File: src/rtl/interface_botoes.sv
// Button front-end: synchronises and debounces eight active-low raw buttons,
// turns presses into one-cycle pulses, adds auto-repeat on mais/menos and
// encodes the four play buttons into a one-hot jogada with a lockout FSM.
module interface_botoes #(
    parameter int unsigned DEBOUNCE_CYCLES = 50000,
    parameter int unsigned REPEAT_DELAY    = 25000000,
    parameter int unsigned REPEAT_PERIOD   = 10000000,
    parameter int unsigned CNT_W           = 25
) (
    input  logic       clock,
    input  logic       reset,
    input  logic [3:0] botoes,
    input  logic       jogar,
    input  logic       confirma,
    input  logic       mais,
    input  logic       menos,
    output logic       jogar_p,
    output logic       confirma_p,
    output logic       mais_p,
    output logic       menos_p,
    output logic       tem_jogada,
    output logic [3:0] jogada,
    output logic       erro_multi,
    output logic [7:0] db_niveis
);

    localparam logic [CNT_W-1:0] DB_LAST     = CNT_W'(DEBOUNCE_CYCLES - 1);
    localparam logic [CNT_W-1:0] DELAY_LAST  = CNT_W'(REPEAT_DELAY - 1);
    localparam logic [CNT_W-1:0] PERIOD_LAST = CNT_W'(REPEAT_PERIOD - 1);
    localparam logic [CNT_W-1:0] ONE         = CNT_W'(1);

    typedef enum logic {
        LIVRE,
        TRAVADO
    } estado_t;

    // Channel order matches db_niveis: {menos, mais, confirma, jogar, botoes[3:0]}
    logic [7:0]       raw;
    logic [7:0]       sync1;
    logic [7:0]       sync2;
    logic [7:0]       st;
    logic [7:0]       p;
    logic [CNT_W-1:0] cnt [8];

    logic [1:0]       rep;
    logic [1:0]       first;
    logic [CNT_W-1:0] rc [2];

    estado_t          estado;
    estado_t          estado_next;
    logic             tem_next;
    logic             erro_next;
    logic [3:0]       jogada_next;

    assign raw = {menos, mais, confirma, jogar, botoes};

    // Two-flop synchroniser on the inverted (active-high) raw levels
    always_ff @(posedge clock or negedge reset) begin
        if (!reset) begin
            sync1 <= '0;
            sync2 <= '0;
        end else begin
            sync1 <= ~raw;
            sync2 <= sync1;
        end
    end

    // Debounce: accept a new level after it persists D cycles; pulse on the rising acceptance
    always_ff @(posedge clock or negedge reset) begin
        if (!reset) begin
            st <= '0;
            p  <= '0;
            for (int unsigned i = 0; i < 8; i++) begin
                cnt[i] <= '0;
            end
        end else begin
            for (int unsigned i = 0; i < 8; i++) begin
                p[i] <= sync2[i] && !st[i] && (cnt[i] == DB_LAST);
                if (sync2[i] == st[i]) begin
                    cnt[i] <= '0;
                end else if (cnt[i] == DB_LAST) begin
                    st[i]  <= sync2[i];
                    cnt[i] <= '0;
                end else begin
                    cnt[i] <= cnt[i] + ONE;
                end
            end
        end
    end

    // Auto-repeat for mais/menos: first repeat after REPEAT_DELAY, then every REPEAT_PERIOD.
    // rc is already 0 on the press edge because st was low until then.
    always_ff @(posedge clock or negedge reset) begin
        if (!reset) begin
            rep   <= '0;
            first <= '1;
            for (int unsigned j = 0; j < 2; j++) begin
                rc[j] <= '0;
            end
        end else begin
            for (int unsigned j = 0; j < 2; j++) begin
                rep[j] <= 1'b0;
                if (!st[6 + j]) begin
                    rc[j]    <= '0;
                    first[j] <= 1'b1;
                end else if (rc[j] == (first[j] ? DELAY_LAST : PERIOD_LAST)) begin
                    rep[j]   <= 1'b1;
                    rc[j]    <= '0;
                    first[j] <= 1'b0;
                end else begin
                    rc[j] <= rc[j] + ONE;
                end
            end
        end
    end

    // Play-button FSM next state and registered-output values
    always_comb begin
        estado_next = estado;
        tem_next    = 1'b0;
        erro_next   = 1'b0;
        jogada_next = jogada;
        case (estado)
            LIVRE: begin
                if ($onehot(p[3:0])) begin
                    tem_next    = 1'b1;
                    jogada_next = p[3:0];
                    estado_next = TRAVADO;
                end else if (|p[3:0]) begin
                    erro_next   = 1'b1;
                    estado_next = TRAVADO;
                end
            end
            TRAVADO: begin
                if (st[3:0] == 4'b0000) begin
                    estado_next = LIVRE;
                end
            end
            default: estado_next = LIVRE;
        endcase
    end

    // Play-button FSM state and output registers
    always_ff @(posedge clock or negedge reset) begin
        if (!reset) begin
            estado     <= LIVRE;
            tem_jogada <= 1'b0;
            erro_multi <= 1'b0;
            jogada     <= '0;
        end else begin
            estado     <= estado_next;
            tem_jogada <= tem_next;
            erro_multi <= erro_next;
            jogada     <= jogada_next;
        end
    end

    assign jogar_p    = p[4];
    assign confirma_p = p[5];
    assign mais_p     = p[6] | rep[0];
    assign menos_p    = p[7] | rep[1];
    assign db_niveis  = st;

endmodule
File: config.mk
export PLATFORM = sky130hd
export DESIGN_NAME = interface_botoes
export DESIGN_NICKNAME = d
export VERILOG_FILES = /design/src/rtl/interface_botoes.sv
export SDC_FILE = /design/constraint.sdc
export NUM_CORES = 1
export LEC_CHECK = 0
export CAP_MARGIN = 20
export CELL_PAD_IN_SITES_DETAIL_PLACEMENT = 0
export CELL_PAD_IN_SITES_GLOBAL_PLACEMENT = 2
export CORE_UTILIZATION = 38
export CTS_CLUSTER_DIAMETER = 150
export DETAILED_ROUTE_END_ITERATION = 10
export DONT_BUFFER_PORTS = 1
export PLACE_DENSITY_LB_ADDON = 0.1
export SKIP_LAST_GASP = 1
export SLEW_MARGIN = 20
export SYNTH_ARGS = -nofsm -noshare
export SYNTH_HDL_FRONTEND = slang
export SYNTH_SLANG_ARGS = --single-unit
File: constraint.sdc
create_clock -name clock -period 2.4 [get_ports clock]
set_input_delay 0.48 -clock clock [delete_from_list [all_inputs] [get_ports clock]]
set_output_delay 0.48 -clock clock [all_outputs]
set_load 0.05 [all_outputs]
After elaboration in Yosys (flattened, before gate mapping)

Index checks and enable logic that the tools add are counted.

Input bits: 10
Bits in writable memories: 0
Latch bits: 0
Word-level logic and storage cells: 147
Output and inout bits: 18
Memories: 0
Flip-flop bits (word level): 293
Memory bits (read-only): 0

Magnitude comparators: 0
Reductions and logical operators: 35
Div/mod/pow operators: 0
Equal/unequal tests: 21
Shift-type cells: 0
Bitwise logic cells: 12
Add/subtract/negate cells: 13
Multiplexer cells: 38
Multiply operators: 0

Operators by type and width:

| operator                                              | number |
|---|---|
| 2-to-1 mux 25 bit                                     | 22 |
| adder 25 x 1 -> 25 bit, second input constant         | 10 |
| equality test 25 x 16 -> 1 bit, second input constant | 8 |
| equality test 25 bit                                  | 2 |
| AND reduction 2 bit                                   | 9 |
| logical AND 1 bit                                     | 16 |
| 2-to-1 mux 1 bit                                      | 15 |
| inverter 1 bit                                        | 9 |
| equality test 1 bit                                   | 8 |
| logical NOT 1 bit                                     | 8 |
| inverter 8 bit                                        | 1 |
| adder 1 x 1 -> 2 bit                                  | 2 |
| logical NOT 4 bit                                     | 1 |
| != test 2 x 1 -> 1 bit, second input constant         | 2 |
| OR reduction 4 bit                                    | 1 |
| adder 2 x 2 -> 3 bit                                  | 1 |
| equality test 3 x 1 -> 1 bit, second input constant   | 1 |
| bitwise OR 1 bit                                      | 2 |
| case mux 1 bit (2 select lines)                       | 1 |

Logic depth before layout (Yosys ltp)

Gate-level depths: netlist (run 1).

Word-level depth: 5
Gate-level depth with buffers: 9
Gate-level depth less buffers: 8

Worst setup path before layout (run 1)

No wires, ideal clock.

Path type: register -> register
Start point: reg p[0]
End point: reg jogada[0]
Required time: 2,275 ps
Path slack: -46 ps
Period minus slack after synthesis: 2,446 ps
Buffers on the path: 1
Setup time: 125 ps
Stages on the path, launching flop included: 10
Arrival time: 2,322 ps
Cells stage by stage: dfrtp_1 -> inv_1 -> fa_1 -> inv_1 -> ha_1 -> ha_1 -> nor3b_1 -> nor2b_1 -> clkbuf_1 -> mux2_2

Longest elaborated chain between the ends: 4

Ends and longest elaborated chain:

| element                                    | line | source |
|---|---|---|
| from (decl)                                | 42   | `logic [7:0] p;` |
| from (signal, indexed assignment)          | 78   | `p[i] <= sync2[i] && !st[i] && (cnt[i] == DB_LAST);` |
| adder 1 x 1 -> 2 bit (not written as such) | 125  | `if ($onehot(p[3:0])) begin` |
| adder 2 x 2 -> 3 bit (not written as such) | 125  |  |
| equality test 3 x 1 -> 1 bit               | 125  |  |
| AND reduction 2 bit (no source line)       | n/a  |  |
| to (signal assigned)                       | 154  | `jogada <= jogada_next;` |
| to (decl)                                  | 22   | `output logic [3:0] jogada,` |

Several ways; a longest one is shown, not always the timed one.
A chain may end at the register's enable or synchronous reset.

Worst setup path after layout (run 1)

Start point: reg cnt[17] (netlist name)
End point: reg st[7] (netlist: db_niveis[7])

Longest elaborated chain between the ends: 2

Ends and longest elaborated chain:

| element                              | line | source |
|---|---|---|
| from (decl)                          | 43   | `logic [CNT_W-1:0] cnt [8];` |
| from (signal, indexed assignment)    | 85   | `cnt[i] <= cnt[i] + ONE;` |
| equality test 25 x 16 -> 1 bit       | 81   | `end else if (cnt[i] == DB_LAST) begin` |
| AND reduction 2 bit (no source line) | n/a  |  |
| to (signal, indexed assignment)      | 82   | `st[i] <= sync2[i];` |
| to (decl)                            | 41   | `logic [7:0] st;` |

No other way between the ends.

==> results of run 1 <==
[cell type report]
class,count,area share
repair buffers,63,0.0298
inverters,52,0.0115
well taps,511,0.0377
clock inverters,14,0.0120
clock buffers,53,0.0641
multi-input cells,1112,0.413
flip-flops and latches,293,0.432
[registers in the layout, indices dropped and copies added, names as in the netlist]
signal / cells
cnt: 200
estado: 1
jogada: 4
erro_multi: 1
tem_jogada: 1
rep: 2
rc: 50
p: 8
sync2: 8
sync1: 8
first: 2
db_niveis: 8
[power by group]
| part | internal (mW) | leakage, nW | switching, mW |
|---|---|---|---|
| sequential | 4.99 | 4.03 | 0.0403 |
| combinational | 0.0699 | 2.00 | 0.0989 |
| clock | 3.70 | 0.632 | 2.20 |
| total | 8.76 | 6.66 | 2.33 |
[worst paths after layout]
kind,end,start,cells after the start
setup / recovery,db_niveis[7],cnt[17],4
hold / removal,cnt[44],reset,0
setup reg to reg,db_niveis[7],cnt[17],4
hold reg to reg,sync2[4],sync1[4],0
max in group asynchronous,cnt[1],reset,0
min in group clock,sync2[4],sync1[4],0
[synthesized netlist by cell type, types with 2 or more instances]
cell,number
o21bai_2,3
nor4b_1,12
a31oi_1,2
xor2_1,71
nand2_1,86
buf_6,2
inv_1,51
or4_1,67
clkbuf_1,40
nand3_1,89
nor2b_1,2
and3_1,21
and2_1,12
o21bai_1,5
or4b_2,4
nor3_1,37
a2bb2oi_1,3
buf_2,14
a21oi_1,98
or3_1,61
dfrtp_1,291
ha_1,21
mux2_2,13
xnor2_1,49
dfstp_2,2
o31ai_1,56
o21ai_0,53
or4b_1,3
nand4_1,84
nor3b_1,4
and4_1,41
or4_4,2
buf_4,2
nor4_1,35
or2_2,7
nor2_1,147
a211oi_1,12
[layout by cell type (no fill, tap or decap), drive strengths merged, types with 3 or more instances in the layout]
cell and count:
and3 21, nor4 36, xor2 71, nor4b 12, or4 69, a2bb2oi 3
nor2 147, nand3 89, and4 42, inv 52, o31ai 56, clkbuf 53
buf 55, bufinv 5, ha 21, xnor2 49, clkinv 7, nor3b 4
a21oi 98, a211oi 12, dfrtp 291, or3 62, or2 7, mux2 13
dlygate4sd3 8, o21bai 8, nand2 86, or4b 7, nand4 84, o21ai 53
nor3 37, and2 13
[through the flow]
step / TNS (ns) / power, mW / area (µm²) / hold slack, ns / setup slack [ns]
2_1_floorplan: 0 / 5.22 / 14700 / 0.184 / 0.0144
3_3_place_gp: 0 / 5.28 / 15600 / 0.194 / 0.0567
3_5_place_dp: -0.00856 / 5.28 / 15600 / 0.196 / -0.00856
4_1_cts: 0 / 11.3 / 16900 / -0.396 / 0.0121
5_1_grt: -0.0296 / 11.5 / 17000 / -0.387 / -0.0135
6_report: 0 / 11.1 / 17000 / -0.363 / 0.0719
[cell families (layout without fill, tap and decap cells)]
group	Yosys count	count (layout)
XOR/XNOR	120	120
AND/OR/NAND/NOR	720	720
multiplexers	13	13
AO/OA/AOI/OAI	237	237
adder cells (fa/ha/maj)	22	22
flip-flops	293	293
buffers and inverters	110	182
[layer usage]
layer	global-route usage	routed length (µm)	up-vias	part of all wire
met5	0	0	-	0
li1	-	-	5699	-
met1	0.243	16100	5609	0.48
met4	0.0630	765	0	0.023
met3	0.0331	1210	47	0.036
met2	0.281	15400	123	0.46
[critical path: stages, from the launching register on]
cell,delay [ns]
dfrtp_1,0.41
or4_1,0.52
or4b_2,0.71
nor3_1,0.22
mux2_2,0.35
[repair_timing]
item / CTS / global route
pin swaps: 1 / 3
hold endpoints to repair: 300 / 294
setup endpoints to repair: 1 / 4
setup buffers: 0 / 2
hold buffers: 7 / 1
cloned: 0 / 0
resized for setup: 0 / 7
==> metrics, run 1 <==
first-pass GRT wire length 57.7 mm; total via count in the routed design 11,500; Die Footprint 39,600 µm²; Top Ports 28; Synth Instances 1,515; Clock Root Buffer clkbuf_16; complex-gate fraction of the synthesized area 0.0968; RSZ-0062 raised after global routing true; largest family of logic cells by synthesized area simple AND/OR/NAND/NOR gates; final critical-path share of the clock period 0.970; flip-flop and latch count after synthesis 293; clock tree buffer depth 3; area share of the largest cell type after synthesis 0.494; horizontal die dimension a little under 200 µm; Final Slew Violations 0; number of input and output port buffers inserted 0; number of warnings reported in the yosys synthesis log 0; FF-to-FF setup slack 0.07 ns; minimum hold slack -0.363 ns; 1st-iter DRT viols 497; relative max-transition margin 0.161; netlist area before placement 14,700 µm²; type of destination of the critical path flop; post-synthesis adder-cell area fraction 0.0192; later-pin clock latency in the skew report 0.54 ns; Num Clock Sinks 293; Clock Pin Slew Worst Setup and Hold Paths approximately 0.050 ns; number of antenna violations at the first check in global routing 0; average via count per standard cell 5.47; Ant. Diodes 0; class of the tightest hold or removal check in -> async; CP max FO 5; Post-Layout Cell Count 2,098; multiplexer share of the synthesized area 0.00993; area of the multi-input gates 7000 µm²; Post-Place Cells 2,021; number of nets with antenna violations after routing 0; number of CTS-inserted buffers 37; Main synth FF type dfrtp_1; # fillers approximately 3,700; count of cell types in the netlist 50; count of endpoints failing setup in the final report 0; CP Data Arrival Time 2.74 ns; slew at the pin closest to its max-slew limit approximately 1.3 ns; share of the synthesized netlist area taken by xor and xnor gates 0.0713; max-cap violation count 0; area overhead of the layout relative to synthesis 15.1%; sequential fraction of the synthesis area 0.497; cells taking the most area after synthesis dfrtp_1 (49%), xor2_1 (4.2%), nor2_1 (3.7%); largest area contributor in the netlist dfrtp_1; VDD IR max 0.000450 V; Hold Fails Final Rpt 291; simple-gate area share of the yosys netlist 0.275; violated checks negative hold slack; leakage power 6.66 nW; via count of the first global-routing pass 11,200; result of the run finished, violations left; setup clock skew after layout roughly 0.027 ns; share of final-layout standard cells stronger than drive strength 1 0.0996; detail-routed net length per standard cell 16.0 µm; placement row count 71; power density over cell area 653 nW/µm²; footprint of the flip-flops and latches 7330 µm²; category of the most critical setup path reg -> reg; share of async-settable or async-resettable flops after synthesis 1.00; Crit path required time 2.81 ns; post-detailed-placement half-perimeter wirelength around 22 mm; overall routed net length 33.5 mm; Synth Area per Inst 9.73 µm²; Vert. Die Dim 199 µm; Worst setup SP type flop; minimum clock period after layout 2.33 ns; residual DRC count 0; Overflow after GRT 0; maximum number of pins on one net before global-route repair 294; count of flip-flops with a built-in enable after synthesis 0; starting density of the core 0.389; area of the placeable core 37,900 µm²; Global Route Usage Sum 0.178; number of levels the H-tree was split into 2; TritonCTS clock tree yes; fmax between 0.4 and 0.5 GHz; final core utilization 0.447; number of nets in the finished design approximately 1,600; post-synth net total 1,547; placer congestion estimate 0.748; drt pass-1 iters 5
No activity file was read; power rests on OpenSTA's default activity.
==> run 2, diff against run 1 <==
==> constraint.sdc (replaced) <==
create_clock -name clock -period 2.1 [get_ports clock]
set_input_delay 0.42 -clock clock [delete_from_list [all_inputs] [get_ports clock]]
set_output_delay 0.42 -clock clock [all_outputs]
set_load 0.05 [all_outputs]
==> metrics, run 2 (synthesis results as in run 1) <==
minimum hold slack -0.408 ns; relative max-transition margin 0.376; final critical-path share of the clock period 1.07; residual DRC count 0; post-detailed-placement half-perimeter wirelength 22.2 mm; placer congestion estimate roughly 0.76; post-place instance area 16,100 µm²; minimum clock period after layout 2.24 ns; TritonCTS clock tree yes; RSZ-0062 raised after global routing true; number of nets with antenna violations after routing 0; category of the most critical setup path reg -> reg; Post-Place Cells 2,082; global routing met3 resource utilization 0.0354; Hold Fails Final Rpt 292; worst setup timing slack at the placement stage -0.176 ns; number of nets in the finished design 1,653; overall routed net length 33.6 mm; number of antenna violations at the first check in global routing 0; busiest layer in global routing met2; Top Ports 28; maximum number of pins on one net before global-route repair 294; via count of the first global-routing pass 11,200; Overflow after GRT 0; Ant. Diodes 0; number of levels the H-tree was split into 2; Global Route Usage Sum 0.176; share of final-layout standard cells stronger than drive strength 1 0.139; slew at the pin closest to its max-slew limit between 0.9 and 1 ns; area of the placeable core 37,900 µm²; 1st-iter DRT viols roughly 510; fmax roughly 0.45 GHz; VDD IR max 0.000558 V; register with the highest flop count cnt; Vert. Die Dim a little under 200 µm; Num Clock Sinks between 200 and 300; Final Cell Area 17,400 µm²; later-pin clock latency in the skew report 0.53 ns; total via count in the routed design between 10,000 and 15,000; setup clock skew after layout 0.0122 ns; grt met1 use 0.246; registers with the most flip-flops cnt: 200 flops, rc: 50 flops; violated checks negative hold slack, negative setup slack; CP Data Arrival Time roughly 2.7 ns; number of CTS-inserted buffers 36; CP max FO 5; clock tree buffer depth 3; area overhead of the layout relative to synthesis 17.9%; number of input and output port buffers inserted 0; starting density of the core 0.389; power density over cell area 690 nW/µm²; Crit path required time 2.51 ns; drt pass-1 iters 4; Clock Pin Slew Worst Setup and Hold Paths 0.06 ns; most frequent cells in the layout dfrtp_1 (289), nor2_1 (147), buf_4 (113); result of the run finished, violations left; commonest non-fill, non-tap cell in the layout dfrtp_1; class of the tightest hold or removal check in -> async; setup slack after layout -0.140 ns; horizontal die dimension 199 µm; final core utilization 0.458; max-cap violation count 0; number of flip-flops in the largest register 200; Clock Root Buffer clkbuf_16; placement row count 71; Die Footprint 39,600 µm²; Post-Layout Cell Count 2,157; detail-routed net length per standard cell ~16 µm; type of destination of the critical path flop; met2 global-route usage 0.278; number of buffers inserted for hold repair after clock tree synthesis 8; average via count per standard cell 5.38; count of endpoints failing setup in the final report 4; Worst setup SP type flop; leakage power 6.95 nW; first-pass GRT wire length 56.9 mm; Final Slew Violations 0
run 2: path summary, 6_finish.rpt:
check / start / to / slack (ns) / depth (start not counted)
max: p[3] / jogada[2] / -0.14 / 9
min: reset / p[5] / -0.41 / 0
max reg2reg: p[3] / jogada[2] / -0.14 / 9
min reg2reg: sync1[1] / sync2[1] / 0.34 / 0
max in group asynchronous: reset / db_niveis[7] / 1.68 / 0
min in group clock: sync1[1] / sync2[1] / 0.34 / 0
run 2: critical path, cell delays in order, from the launching register on:
cell     delay [ns]
dfrtp_1        0.36
inv_2          0.05
fa_1           0.52
inv_1          0.04
ha_2           0.17
ha_4           0.21
nor3b_2        0.17
nor2b_1        0.15
buf_4          0.16
mux2_4         0.30
run 2: per-stage QoR:
| stage | setup TNS (ns) | power (mW) |
|---|---|---|
| 2_1_floorplan | -0.620 | 5.97 |
| 3_3_place_gp | -0.619 | 6.04 |
| 3_5_place_dp | -0.710 | 6.04 |
| 4_1_cts | -0.665 | 12.2 |
| 5_1_grt | -1.19 | 12.5 |
| 6_report | -0.539 | 12.0 |
run 2: area by class of cell:
cell class                 count  area, µm²
sequential                   293       7340
inverter                      52        195
multi-input combinational   1112       7050
clock inverter                10       75.1
timing repair buffer         126       1000
fill                        3692      20600
clock buffer                  53       1080
tap                          511        639
run 2: routing by layer:
metal | wire, µm | part of all wire
met4 | 572 | 0.017
met5 | 0 | 0
met3 | 1030 | 0.031
met1 | 16600 | 0.49
met2 | 15400 | 0.46
run 2: where the power goes:
group	switching, mW	total, mW	leakage [nW]	internal [mW]
Clock	2.39	6.04	0.578	3.66
Sequential	0.0427	5.74	4.03	5.70
Combinational	0.119	0.209	2.35	0.0904
run 2: timing repair:
action	in CTS	in global routing
setup endpoints to repair	5	39
pin swaps	4	5
hold endpoints to repair	301	293
gates resized for setup	1	14
buffers inserted	2	2
==> run 3, diff against run 2 <==
--- a/config.mk
+++ b/config.mk
@@ -8,7 +8,7 @@
 export CAP_MARGIN = 20
 export CELL_PAD_IN_SITES_DETAIL_PLACEMENT = 0
 export CELL_PAD_IN_SITES_GLOBAL_PLACEMENT = 2
-export CORE_UTILIZATION = 38
+export CORE_UTILIZATION = 45
 export CTS_CLUSTER_DIAMETER = 150
 export DETAILED_ROUTE_END_ITERATION = 10
 export DONT_BUFFER_PORTS = 1
==> constraint.sdc (replaced) <==
create_clock -name clock -period 2.6 [get_ports clock]
set_input_delay 0.39 -clock clock [delete_from_list [all_inputs] [get_ports clock]]
set_output_delay 0.39 -clock clock [all_outputs]
set_load 0.05 [all_outputs]
==> metrics, run 3 (synthesis results as in run 1) <==
result of the run finished, violations left; violated checks negative hold slack; leakage power 6.48 nW; commonest non-fill, non-tap cell in the layout dfrtp_1; Setup Fix Bufs, Post-CTS 0; first-pass GRT wire length roughly 55 mm; clock tree buffer depth 3; Clock Root Buffer clkbuf_16; count of cells along the worst register-to-register path 9; slew at the pin closest to its max-slew limit ~0.57 ns; Top Ports 28; category of the most critical setup path reg -> reg; number of levels the H-tree was split into 2; total via count in the routed design 11,400; number of nets in the finished design 1,562; Crit path required time approximately 3.0 ns; post-place instance area between 15,000 and 20,000 µm²; number of flip-flops in the largest register 200; registers with the most flip-flops cnt: 200 flops, rc: 50 flops; class of the tightest hold or removal check in -> async; number of antenna violations at the first check in global routing 0; FF-to-FF setup slack 0.18 ns; fmax 0.414 GHz; CP max FO 5; number of instances resized during post-cts repair 0; final critical-path share of the clock period 0.929; minimum hold slack -0.429 ns; average via count per standard cell ~5.7; share of final-layout standard cells stronger than drive strength 1 0.0764; VDD IR max 0.000411 V; residual DRC count 0; setup slack after layout roughly 0.18 ns; relative max-transition margin 0.617; power density over cell area 583 nW/µm²; area of the placeable core ~32,000 µm²; placer congestion estimate 0.764; overall routed net length 31.4 mm; sum of negative setup slack 0 ns; RSZ-0062 raised after global routing false; later-pin clock latency in the skew report ~0.51 ns; minimum clock period after layout 2.42 ns; type of destination of the critical path flop; count of endpoints failing setup in the final report 0; area of the multi-input gates 6970 µm²; number of CTS-inserted buffers 36; setup clock skew after layout 0.0184 ns; drt pass-1 iters 4; Vert. Die Dim 183 µm; Final Cell Area between 15,000 and 20,000 µm²; Num Clock Sinks roughly 290; chain of cells forming the critical path inv_1 > fa_1 > inv_1 > ha_1 > ha_1 > nor3b_1 > nor2b_1 > buf_4 > mux2_2; maximum number of pins on one net before global-route repair 294; crit-path max cell delay 0.53 ns; Hold Fails Final Rpt between 200 and 300; register with the highest flop count cnt; Clock Pin Slew Worst Setup and Hold Paths 0.05 ns; Die Footprint 33,500 µm²; Global Route Usage Sum 0.193; footprint of the flip-flops and latches approximately 7300 µm²; horizontal die dimension about 180 µm; detail-routed net length per standard cell about 16 µm; placement row count 65; Final Slew Violations 0; number of buffers inserted for hold repair after clock tree synthesis 8; Ant. Diodes 0; Overflow after GRT 0; CP Data Arrival Time ~2.8 ns; worst reg2reg endpoint jogada[0]; launch instance of the worst register-to-register path p[0]; max-cap violation count 0; # fillers ~3,000; via count of the first global-routing pass 10,900; starting density of the core 0.462; area overhead of the layout relative to synthesis 12.0%; Worst setup SP type flop; number of input and output port buffers inserted 0; standard cell with the maximum stage delay on the critical path fa_1; post-route total power 9.63 mW; TritonCTS clock tree yes; post-detailed-placement half-perimeter wirelength ~20 mm; 1st-iter DRT viols 634; most frequent cells in the layout dfrtp_1 (291), nor2_1 (147), a21oi_1 (98); number of nets with antenna violations after routing 0; worst setup timing slack at the placement stage 0.172 ns
[run 3: changes by cell type in the layout (fill, tap and decap cells not counted), moves of 3 or more]
cell,before,now
or4_1,64,67
nor3_1,33,37
buf_6,3,0
mux2_2,8,13
ha_1,18,21
clkinv_2,9,6
clkbuf_1,7,11
nor3_2,3,0
or4_4,5,2
buf_4,113,25
mux2_4,5,0
[run 3: per-layer routing]
layer	track usage	vias up	wire length, µm
li1	-	5651	-
met1	0.273	5612	15500
met2	0.311	110	14300
met3	0.0328	39	1020
met4	0.0457	0	551
met5	0	-	0
[run 3: layout make-up]
type / count / area share
inverter: 52 / 0.0118
timing repair buffer: 35 / 0.0186
clock inverter: 7 / 0.00280
multi-input combinational: 1112 / 0.422
tap: 435 / 0.0330
clock buffer: 58 / 0.0676
sequential: 293 / 0.444
[run 3: worst max path at each step]
stage	from	to	slack, ns	cells after the start
4_1_cts	p[0]	jogada[0]	0.16	9
3_3_place_gp	p[0]	jogada[1]	0.23	9
6_report	p[0]	jogada[0]	0.18	9
3_5_place_dp	p[0]	jogada[3]	0.17	9
5_1_grt	p[0]	jogada[3]	0.02	9
2_1_floorplan	p[0]	jogada[0]	0.15	9
[run 3: through the flow]
step           utilization  hold slack, ns  std cells
2_1_floorplan            -          0.0944       1515
3_3_place_gp         0.479           0.101       1919
3_5_place_dp         0.479           0.102       1919
4_1_cts              0.518          -0.449       1992
5_1_grt              0.518          -0.451       1992
6_report             0.518          -0.429       1992
[run 3: critical path: cells and delay by family, from the launching register on]
| family | cells | cell delay, ns |
|---|---|---|
| mux | 1 | 0.33 |
| simple gates | 2 | 0.40 |
| fa+ha+maj | 3 | 0.97 |
| flops | 1 | 0.34 |
| buf+inv | 3 | 0.26 |
[run 3: where the power goes]
| group | switching [mW] | internal [mW] | total [mW] |
|---|---|---|---|
| combinational | 0.0895 | 0.0599 | 0.149 |
| sequential | 0.0368 | 4.61 | 4.64 |
| clock | 1.90 | 2.94 | 4.84 |
| total | 2.03 | 7.60 | 9.63 |
